**src/rtl/alu_pkg.sv**
```systemverilog
// Shared definitions for the pipelined ALU: opcode encodings and status flag layout.
// Flags are packed {V,N,Z,C}, so FLAG_C is bit 0 and FLAG_V is bit 3.
package alu_pkg;

  typedef enum logic [2:0] {
    OP_ADD  = 3'b000,
    OP_SUB  = 3'b001,
    OP_AND  = 3'b010,
    OP_OR   = 3'b011,
    OP_XOR  = 3'b100,
    OP_SHL  = 3'b101,
    OP_SHR  = 3'b110,
    OP_PASS = 3'b111
  } alu_op_e;

  localparam int NUM_FLAGS = 4;
  localparam int FLAG_C    = 0;
  localparam int FLAG_Z    = 1;
  localparam int FLAG_N    = 2;
  localparam int FLAG_V    = 3;

endpackage

```
**src/rtl/alu_core.sv**
```systemverilog
// Combinational WIDTH-bit ALU producing a result and {V,N,Z,C} flags.
// Optional ALU_PIPE_SAT_EN: ADD/SUB clamp to the signed range on overflow.
module alu_core
  import alu_pkg::*;
#(
  parameter int WIDTH = 8
) (
  input  logic [WIDTH-1:0]     a,
  input  logic [WIDTH-1:0]     b,
  input  logic [2:0]           sel,
  output logic [WIDTH-1:0]     result,
  output logic [NUM_FLAGS-1:0] flags
);

  localparam int MSB = WIDTH - 1;

  alu_op_e          op;
  logic [WIDTH:0]   sum_ext;
  logic [WIDTH:0]   diff_ext;
  logic             add_ovf;
  logic             sub_ovf;
  logic [WIDTH-1:0] add_res;
  logic [WIDTH-1:0] sub_res;
  logic [WIDTH-1:0] res;
  logic             carry;
  logic             ovf;

  assign op = alu_op_e'(sel);

  // Extra top bit holds the carry (ADD) or the borrow (SUB).
  assign sum_ext  = {1'b0, a} + {1'b0, b};
  assign diff_ext = {1'b0, a} - {1'b0, b};

  assign add_ovf = (a[MSB] == b[MSB]) && (sum_ext[MSB] != a[MSB]);
  assign sub_ovf = (a[MSB] != b[MSB]) && (diff_ext[MSB] != a[MSB]);

`ifdef ALU_PIPE_SAT_EN
  localparam logic [WIDTH-1:0] SMAX = {1'b0, {(WIDTH-1){1'b1}}};
  localparam logic [WIDTH-1:0] SMIN = {1'b1, {(WIDTH-1){1'b0}}};

  // On overflow the true result has the sign of a, so a picks the clamp rail.
  logic [WIDTH-1:0] sat_val;
  assign sat_val = a[MSB] ? SMIN : SMAX;
  assign add_res = add_ovf ? sat_val : sum_ext[WIDTH-1:0];
  assign sub_res = sub_ovf ? sat_val : diff_ext[WIDTH-1:0];
`else
  assign add_res = sum_ext[WIDTH-1:0];
  assign sub_res = diff_ext[WIDTH-1:0];
`endif

  always_comb begin
    res   = a;
    carry = 1'b0;
    ovf   = 1'b0;
    unique case (op)
      OP_ADD: begin
        res   = add_res;
        carry = sum_ext[WIDTH];
        ovf   = add_ovf;
      end
      OP_SUB: begin
        res   = sub_res;
        carry = diff_ext[WIDTH];
        ovf   = sub_ovf;
      end
      OP_AND:  res = a & b;
      OP_OR:   res = a | b;
      OP_XOR:  res = a ^ b;
      OP_SHL: begin
        res   = {a[WIDTH-2:0], 1'b0};
        carry = a[MSB];
      end
      OP_SHR: begin
        res   = {1'b0, a[WIDTH-1:1]};
        carry = a[0];
      end
      OP_PASS: res = a;
    endcase
  end

  always_comb begin
    flags         = '0;
    flags[FLAG_C] = carry;
    flags[FLAG_Z] = (res == '0);
    flags[FLAG_N] = res[MSB];
    flags[FLAG_V] = ovf;
  end

  assign result = res;

endmodule

```
**src/rtl/alu_pipe.sv**
```systemverilog
// Two-stage pipelined ALU with valid/ready on both sides; wraps alu_core.
// Build option ALU_PIPE_SAT_EN (handled in alu_core) enables signed saturation.
module alu_pipe
  import alu_pkg::*;
#(
  parameter int WIDTH = 8
) (
  input  logic                 clk,
  input  logic                 rst,
  input  logic                 in_valid,
  output logic                 in_ready,
  input  logic [WIDTH-1:0]     a,
  input  logic [WIDTH-1:0]     b,
  input  logic [2:0]           sel,
  output logic                 out_valid,
  input  logic                 out_ready,
  output logic [WIDTH-1:0]     result,
  output logic [NUM_FLAGS-1:0] flags
);

  // Handshake: a beat transfers on a rising edge where valid && ready. Valid
  // never depends on ready; in_ready depends only on pipeline state and
  // out_ready, never on in_valid. Outputs hold while out_valid && !out_ready.

  logic                 s1_valid;
  logic [WIDTH-1:0]     s1_a;
  logic [WIDTH-1:0]     s1_b;
  logic [2:0]           s1_sel;
  logic                 adv1;
  logic                 adv2;
  logic                 in_fire;
  logic [WIDTH-1:0]     core_result;
  logic [NUM_FLAGS-1:0] core_flags;

  assign adv2     = !out_valid || out_ready;
  assign adv1     = !s1_valid || adv2;
  assign in_ready = adv1;
  assign in_fire  = in_valid && in_ready;

  alu_core #(
    .WIDTH (WIDTH)
  ) u_core (
    .a      (s1_a),
    .b      (s1_b),
    .sel    (s1_sel),
    .result (core_result),
    .flags  (core_flags)
  );

  always_ff @(posedge clk) begin
    if (rst) begin
      s1_valid  <= 1'b0;
      s1_a      <= '0;
      s1_b      <= '0;
      s1_sel    <= '0;
      out_valid <= 1'b0;
      result    <= '0;
      flags     <= '0;
    end else begin
      if (adv1) begin
        s1_valid <= in_fire;
        if (in_fire) begin
          s1_a   <= a;
          s1_b   <= b;
          s1_sel <= sel;
        end
      end
      // Only valid beats overwrite the output registers, so bubbles leave them quiet.
      if (adv2) begin
        out_valid <= s1_valid;
        if (s1_valid) begin
          result <= core_result;
          flags  <= core_flags;
        end
      end
    end
  end

endmodule

```
**config.mk**
```make
export PLATFORM = sky130hd
export DESIGN_NAME = alu_pipe
export DESIGN_NICKNAME = d
export VERILOG_FILES = /design/src/rtl/alu_pkg.sv /design/src/rtl/alu_core.sv /design/src/rtl/alu_pipe.sv
export SDC_FILE = /design/constraint.sdc
export NUM_CORES = 1
export LEC_CHECK = 0
export BUFFER_PORTS_ARGS = -buffer_cell sky130_fd_sc_hd__buf_4
export CORE_ASPECT_RATIO = 1.5
export CORE_UTILIZATION = 53
export DETAILED_ROUTE_END_ITERATION = 7
export PLACE_DENSITY = 0.77
export SLEW_MARGIN = 20
export SYNTH_ARGS = -nofsm -noshare
export SYNTH_HDL_FRONTEND = slang
export SYNTH_HIERARCHICAL = 1
export SYNTH_SLANG_ARGS = --single-unit
```
**constraint.sdc**
```tcl
create_clock -name clk -period 2.95 [get_ports clk]
set_clock_uncertainty 0.2 [all_clocks]
set_input_delay 0 -clock clk [delete_from_list [all_inputs] [get_ports clk]]
set_output_delay 0 -clock clk [all_outputs]
set_load 0.01 [all_outputs]
```
# Word-level counts from Yosys, hierarchy flattened
# Cells that the tools add are included.
[classes]
multipliers = 0
div = 0
eq_ne = 11
bitwise_logic = 3
magnitude_cmp = 0
shifts = 0
mux = 3
reduce_logical = 11
addsub = 2
[op_table]
columns = ["cell", "count"]
rows = [
  ["$pmux W8 S8", 1],
  ["$eq A3 B3 Y1 const B", 4],
  ["$add A8 B8 Y9", 1],
  ["$sub A8 B8 Y9", 1],
  ["$and A8 B8 Y8", 1],
  ["$logic_not A8 Y1", 1],
  ["$or A8 B8 Y8", 1],
  ["$xor A8 B8 Y8", 1],
  ["$eq A3 B2 Y1 const B", 2],
  ["$pmux W1 S4", 1],
  ["$reduce_and A2 Y1", 2],
  ["$eq A3 B1 Y1 const B", 1],
  ["$logic_and A1 B1 Y1", 3],
  ["$logic_not A3 Y1", 1],
  ["$ne A1 B1 Y1", 3],
  ["$logic_not A1 Y1", 2],
  ["$logic_or A1 B1 Y1", 2],
  ["$pmux W1 S2", 1],
  ["$eq A1 B1 Y1", 1],
]
[totals]
n_memories = 0
mem_bits_rw = 0
elab_cells = 37
rom_bits = 0
latch_bits = 0
regBits = 33

# Logic depth before layout (Yosys ltp)
[depth]
depth_word = 5
depth_mapped = 13

# By module
# Netlist, hierarchy kept.
[modules_own_cells]
columns = ["module", "cells_each", "area_per_inst_um2", "n_inst", "seq_area_each_um2"]
rows = [
  ["alu_core", 205, 1485.2, 1, 0.0],
  ["alu_pipe", 145, 1387.6, 1, 660.6],
]

# Least setup slack after synthesis
# OpenSTA, ideal clock, no wires.
[synth_path]
kind = "register to register"
start = "reg s1_a[2]"
end = "reg flags[1]"
path_stages_with_launch = 12
path_buffers = 1
setup_time_ps = 70
path_slack_ps = 75
arrival_ps = 2605
required_ps = 2680
path_cell_list = "dfxtp_1 > inv_1 > ha_1 > buf_4 > nor3_1 > nor3_1 > xnor2_1 > a211o_1 > or4_1 > nor4_2 > nand3_1 > a21oi_1"
[synth_via]
elab_chain_len = 3
elab_cells_between_ends = 7
classes_between = "add/sub (2); mux (1); bitwise (3); reduce/logical (1)"
[synth_lines]
columns = ["item", "line_no", "rtl"]
rows = [
  ["start: declaration", "alu_pipe.sv:26", "logic [WIDTH-1:0] s1_a;"],
  ["start signal: assignment", "alu_pipe.sv:53", "s1_a <= '0;"],
  ["start signal: assignment", "alu_pipe.sv:63", "s1_a <= a;"],
  ["$sub A8 B8 Y9 / $add A8 B8 Y9 (equally long branches)", "alu_core.sv:32, alu_core.sv:31", ""],
  ["$pmux W8 S8 *", "alu_core.sv:55", "unique case (op)"],
  ["via core_result[3]", "alu_pipe.sv:32", "logic [WIDTH-1:0] core_result;"],
  ["$logic_not A8 Y1 *", "alu_core.sv:84", "flags[FLAG_Z] = (res == '0);"],
  ["via core_flags[1]", "alu_pipe.sv:33", "logic [NUM_FLAGS-1:0] core_flags;"],
  ["end signal: assignment", "alu_pipe.sv:73", "flags <= core_flags;"],
  ["end: declaration", "alu_pipe.sv:18", "output logic [NUM_FLAGS-1:0] flags"],
]
# Mark *: on every way through the listed nets, which the timed path passes. The rest lies on a longest branch.
# A chain may end at the register's enable or synchronous reset.

# Worst setup path in the final report
[layout_path]
start = "reg s1_b[3]"
end = "reg flags[1]"
[layout_via]
elab_chain_len = 3
elab_cells_between_ends = 7
classes_between = "add/sub (2); mux (1); bitwise (3); reduce/logical (1)"
[layout_lines]
columns = ["item", "line_no", "rtl"]
rows = [
  ["start: declaration", "alu_pipe.sv:27", "logic [WIDTH-1:0] s1_b;"],
  ["start signal: assignment", "alu_pipe.sv:54", "s1_b <= '0;"],
  ["start signal: assignment", "alu_pipe.sv:64", "s1_b <= b;"],
  ["$sub A8 B8 Y9 (tied with other cells)", "alu_core.sv:32", "assign diff_ext = {1'b0, a} - {1'b0, b};"],
  ["$pmux W8 S8 *", "alu_core.sv:55", ""],
  ["via core_result[3]", "alu_pipe.sv:32", ""],
  ["$logic_not A8 Y1 *", "alu_core.sv:84", ""],
  ["via core_flags[1]", "alu_pipe.sv:33", ""],
]
# Marked as above.

==> out/metrics.csv <==
metric;value;unit
CTS buffer count;5;
Initial Utilization;55.6;%
maximum vdd drop;0.292;mV
DR vias/cell;5.76;
Most Used Layer, Global Route;met2;
Top-Level Pins;37;
Worst EP required;2980;ps
Comb pwr share;34.8;%
antenna viol nets, final;0;
Die Area;0.00572;mm²
leading cell type in the layout, fill and taps excluded;buf_4;
met2 Use GR;50.5;%
Remaining DRCs;0;
slowest CP cell;or4_1;
first-pass GRT wire length;12800;µm
Post-CTS Setup Bufs;0;
Die Span X;62.1;µm
fin crit period;2830;ps
syn_nets;399;
Setup CP Type;flip-flop to flip-flop;
Worst R2R Start;s1_b[3];
switching power total;465;µW
vias in the first global route;2720;
largest family of logic cells by synthesized area;simple AND/OR/NAND/NOR gates;
RSZ-0062 raised after global routing;true;
Slew HR;63.1;%
Syn Inst Count;350;
r2r worst-path depth;9;
CP top delay family;simple AND/OR/NAND/NOR gates;
H-tree depth;2;
most frequent cells in the layout;buf_4, nand2b_1, dfxtp_1;
flop2flop setup slack;120;ps
status;completed;
register clock-pin slew on the reported worst setup and hold paths;70;ps
placed wire-length estimate;5710;µm
CP Cell Sequence;inv_1 -> ha_1 -> mux4_2 -> a22o_1 -> a211o_1 -> or4_1 -> nor4_2 -> nand3_1 -> a21oi_2;
Compound-Gate Fraction of Synth Area;20.7;%
pin count of the biggest net entering global routing;53;
Vias;2812;
Cell Rows;32;
crit path to;flags[1];
WP data arrival;2860;ps
CORE AREA;0.00516;mm²
Final Cycle Share;95.8;%
Vert. Die Dim;92.2;µm
Min Hold Slack;279;ps
Max-Cap Viols;0;
DRT Wirelength;7790;µm
Root Buffer;clkbuf_8;
dpl ws;-13.2;ps
grt ovf;0;
crit path launch type;flip-flop;
met1 Use GR;29.5;%
Cell variety after synth;60;
r2r endpoint;flags[1];
Yosys reg bits;33;
yosys warns;6;
port bufs;36;
CTS tree;done;
fin cells;488;
EDFF count, synth;0;
CP Launch Point;s1_b[3];
post-synthesis xor/xnor area fraction;0.915;%
Crit path buffers/inverters;1;
share of post-route cells with drive strength above 1;24.3;%
Total Routing Usage GR;28.5;%
slew at the pin with the worst max-slew slack;553;ps
Pins Over Slew Limit;0;
hold depth;2;
predominant post-synthesis flop cell;dfxtp_1;
antenna violations before repair;0;
GPL Wtd Cong;0.982;
slack of the critical path;124;ps
DR WL/cell;16.0;µm
Bufs on Longest Clock Path;2;
simple-gate area share of the yosys netlist;22.5;%
Filler cells;391;
Syn Area/Cell;8.21;µm²
Pwr Density;391;mW/mm²
Internal;995;µW
Area Growth Syn to Fin;29.8;%
fraction of registers with async set/reset;0;%
WP depth;9;
peak fanout along the critical path;3;
CTS sink count;33;
1st-iter DRT viols;209;
synthesized area;0.00287;mm²
n_diodes;0;
GR met3 Demand/Resource;4.98;%
mux share of post-synthesis cell area;12.3;%
crit-path max cell delay;530;ps
Sequential Power Share;34.2;%
nets@finish;468;
Crit. End Element;flip-flop;
fmax;0.354;GHz
leak pwr;1.53;nW
switch share;31.8;%
worst hold path type;flip-flop to flip-flop;
Adder-Cell Fraction of Synth Area;11.8;%
Clk pwr share;31.1;%
final hold violations;0;
placed insts;455;
drt first pass iters;4;
Setup Viol. Count Final;0;
Clock Latency Late Sink;290;ps
sequential fraction of the synthesis area;23.0;%
-- sequential cells by signal, indices dropped and copies added, names as in the netlist --
register	flops
result	8
s1_a	8
s1_b	8
flags	4
s1_sel	3
out_valid	1
s1_valid	1
-- power groups by stage --
| stage | clock [mW] | sequential [mW] | combinational [mW] |
|---|---|---|---|
| detailed placement | 0 | 0.508 | 0.444 |
| global placement | 0 | 0.506 | 0.439 |
| floorplan | 0 | 0.508 | 0.300 |
| CTS | 0.467 | 0.498 | 0.472 |
| global route | 0.486 | 0.503 | 0.547 |
| finish | 0.453 | 0.499 | 0.507 |
-- Yosys cell counts (all sizes together), types with 5 or more instances --
| cell | number | area (µm²) |
|---|---|---|
| a211oi | 7 | 57.6 |
| a21oi | 24 | 120 |
| a221oi | 5 | 43.8 |
| buf | 15 | 100 |
| clkbuf | 8 | 30.0 |
| dfxtp | 33 | 661 |
| ha | 24 | 300 |
| inv | 32 | 120 |
| mux2i | 23 | 230 |
| mux4 | 5 | 113 |
| nand2b | 48 | 300 |
| nand3 | 13 | 65.1 |
| nor2 | 22 | 82.6 |
| nor2b | 6 | 45.0 |
| nor3 | 5 | 25.0 |
| o21ai | 26 | 130 |
-- how the worst min path moves through the flow --
stage	start	to	slack (ps)
6_report	flags[3]	flags[3]	280
5_1_grt	flags[3]	flags[3]	300
4_1_cts	flags[1]	flags[1]	280
3_5_place_dp	in_valid	s1_valid	20
3_3_place_gp	in_valid	s1_valid	20
2_1_floorplan	in_valid	s1_valid	-80
-- metrics by stage --
stage          setup TNS [ps]  util (%)  power [mW]  area (µm²)
2_1_floorplan               0         -       0.808        2870
3_3_place_gp                0      63.5       0.945        3280
3_5_place_dp            -13.2      63.5       0.952        3280
4_1_cts                     0      70.6        1.44        3650
5_1_grt                 -54.8      72.2        1.54        3730
6_report                    0      72.2        1.46        3730
-- layout make-up --
class	count	area, µm²	area share (%)
inverters	32	120	3.22
clock buffers	7	86.3	2.32
clock inverters	1	30.0	0.805
flip-flops and latches	33	664	17.8
well taps	68	85.1	2.28
multi-input cells	262	2040	54.8
repair buffers	85	701	18.8
-- worst reg2reg max path: stages (launching register included) --
cell and delay [ps]:
dfxtp_1 350, inv_1 60, ha_1 280, mux4_2 460, a22o_1 210, a211o_1 260
or4_1 530, nor4_2 150, nand3_1 120, a21oi_2 160
-- cell families (layout without fill, tap and decap cells) --
family / Yosys count / after routing
mux: 29 / 29
buf+inv: 55 / 125
compound gates: 91 / 91
xor+xnor: 3 / 3
simple gates: 113 / 113
flops: 33 / 33
fa+ha+maj: 26 / 26
-- repair_timing --
item,CTS,global route
pin swaps,0,4
endpoints found under the hold margin,33,0
hold buffers,25,0
gates resized for setup,1,21
setup endpoints to repair,1,4
-- per-layer routing --
metal | wire length (µm) | vias to the layer above
li1 | - | 1356
met3 | 368 | 36
met5 | 0 | -
met2 | 4050 | 130
met4 | 462 | 0
met1 | 2900 | 1290
Note: power is estimated with default switching activity, not from simulation.
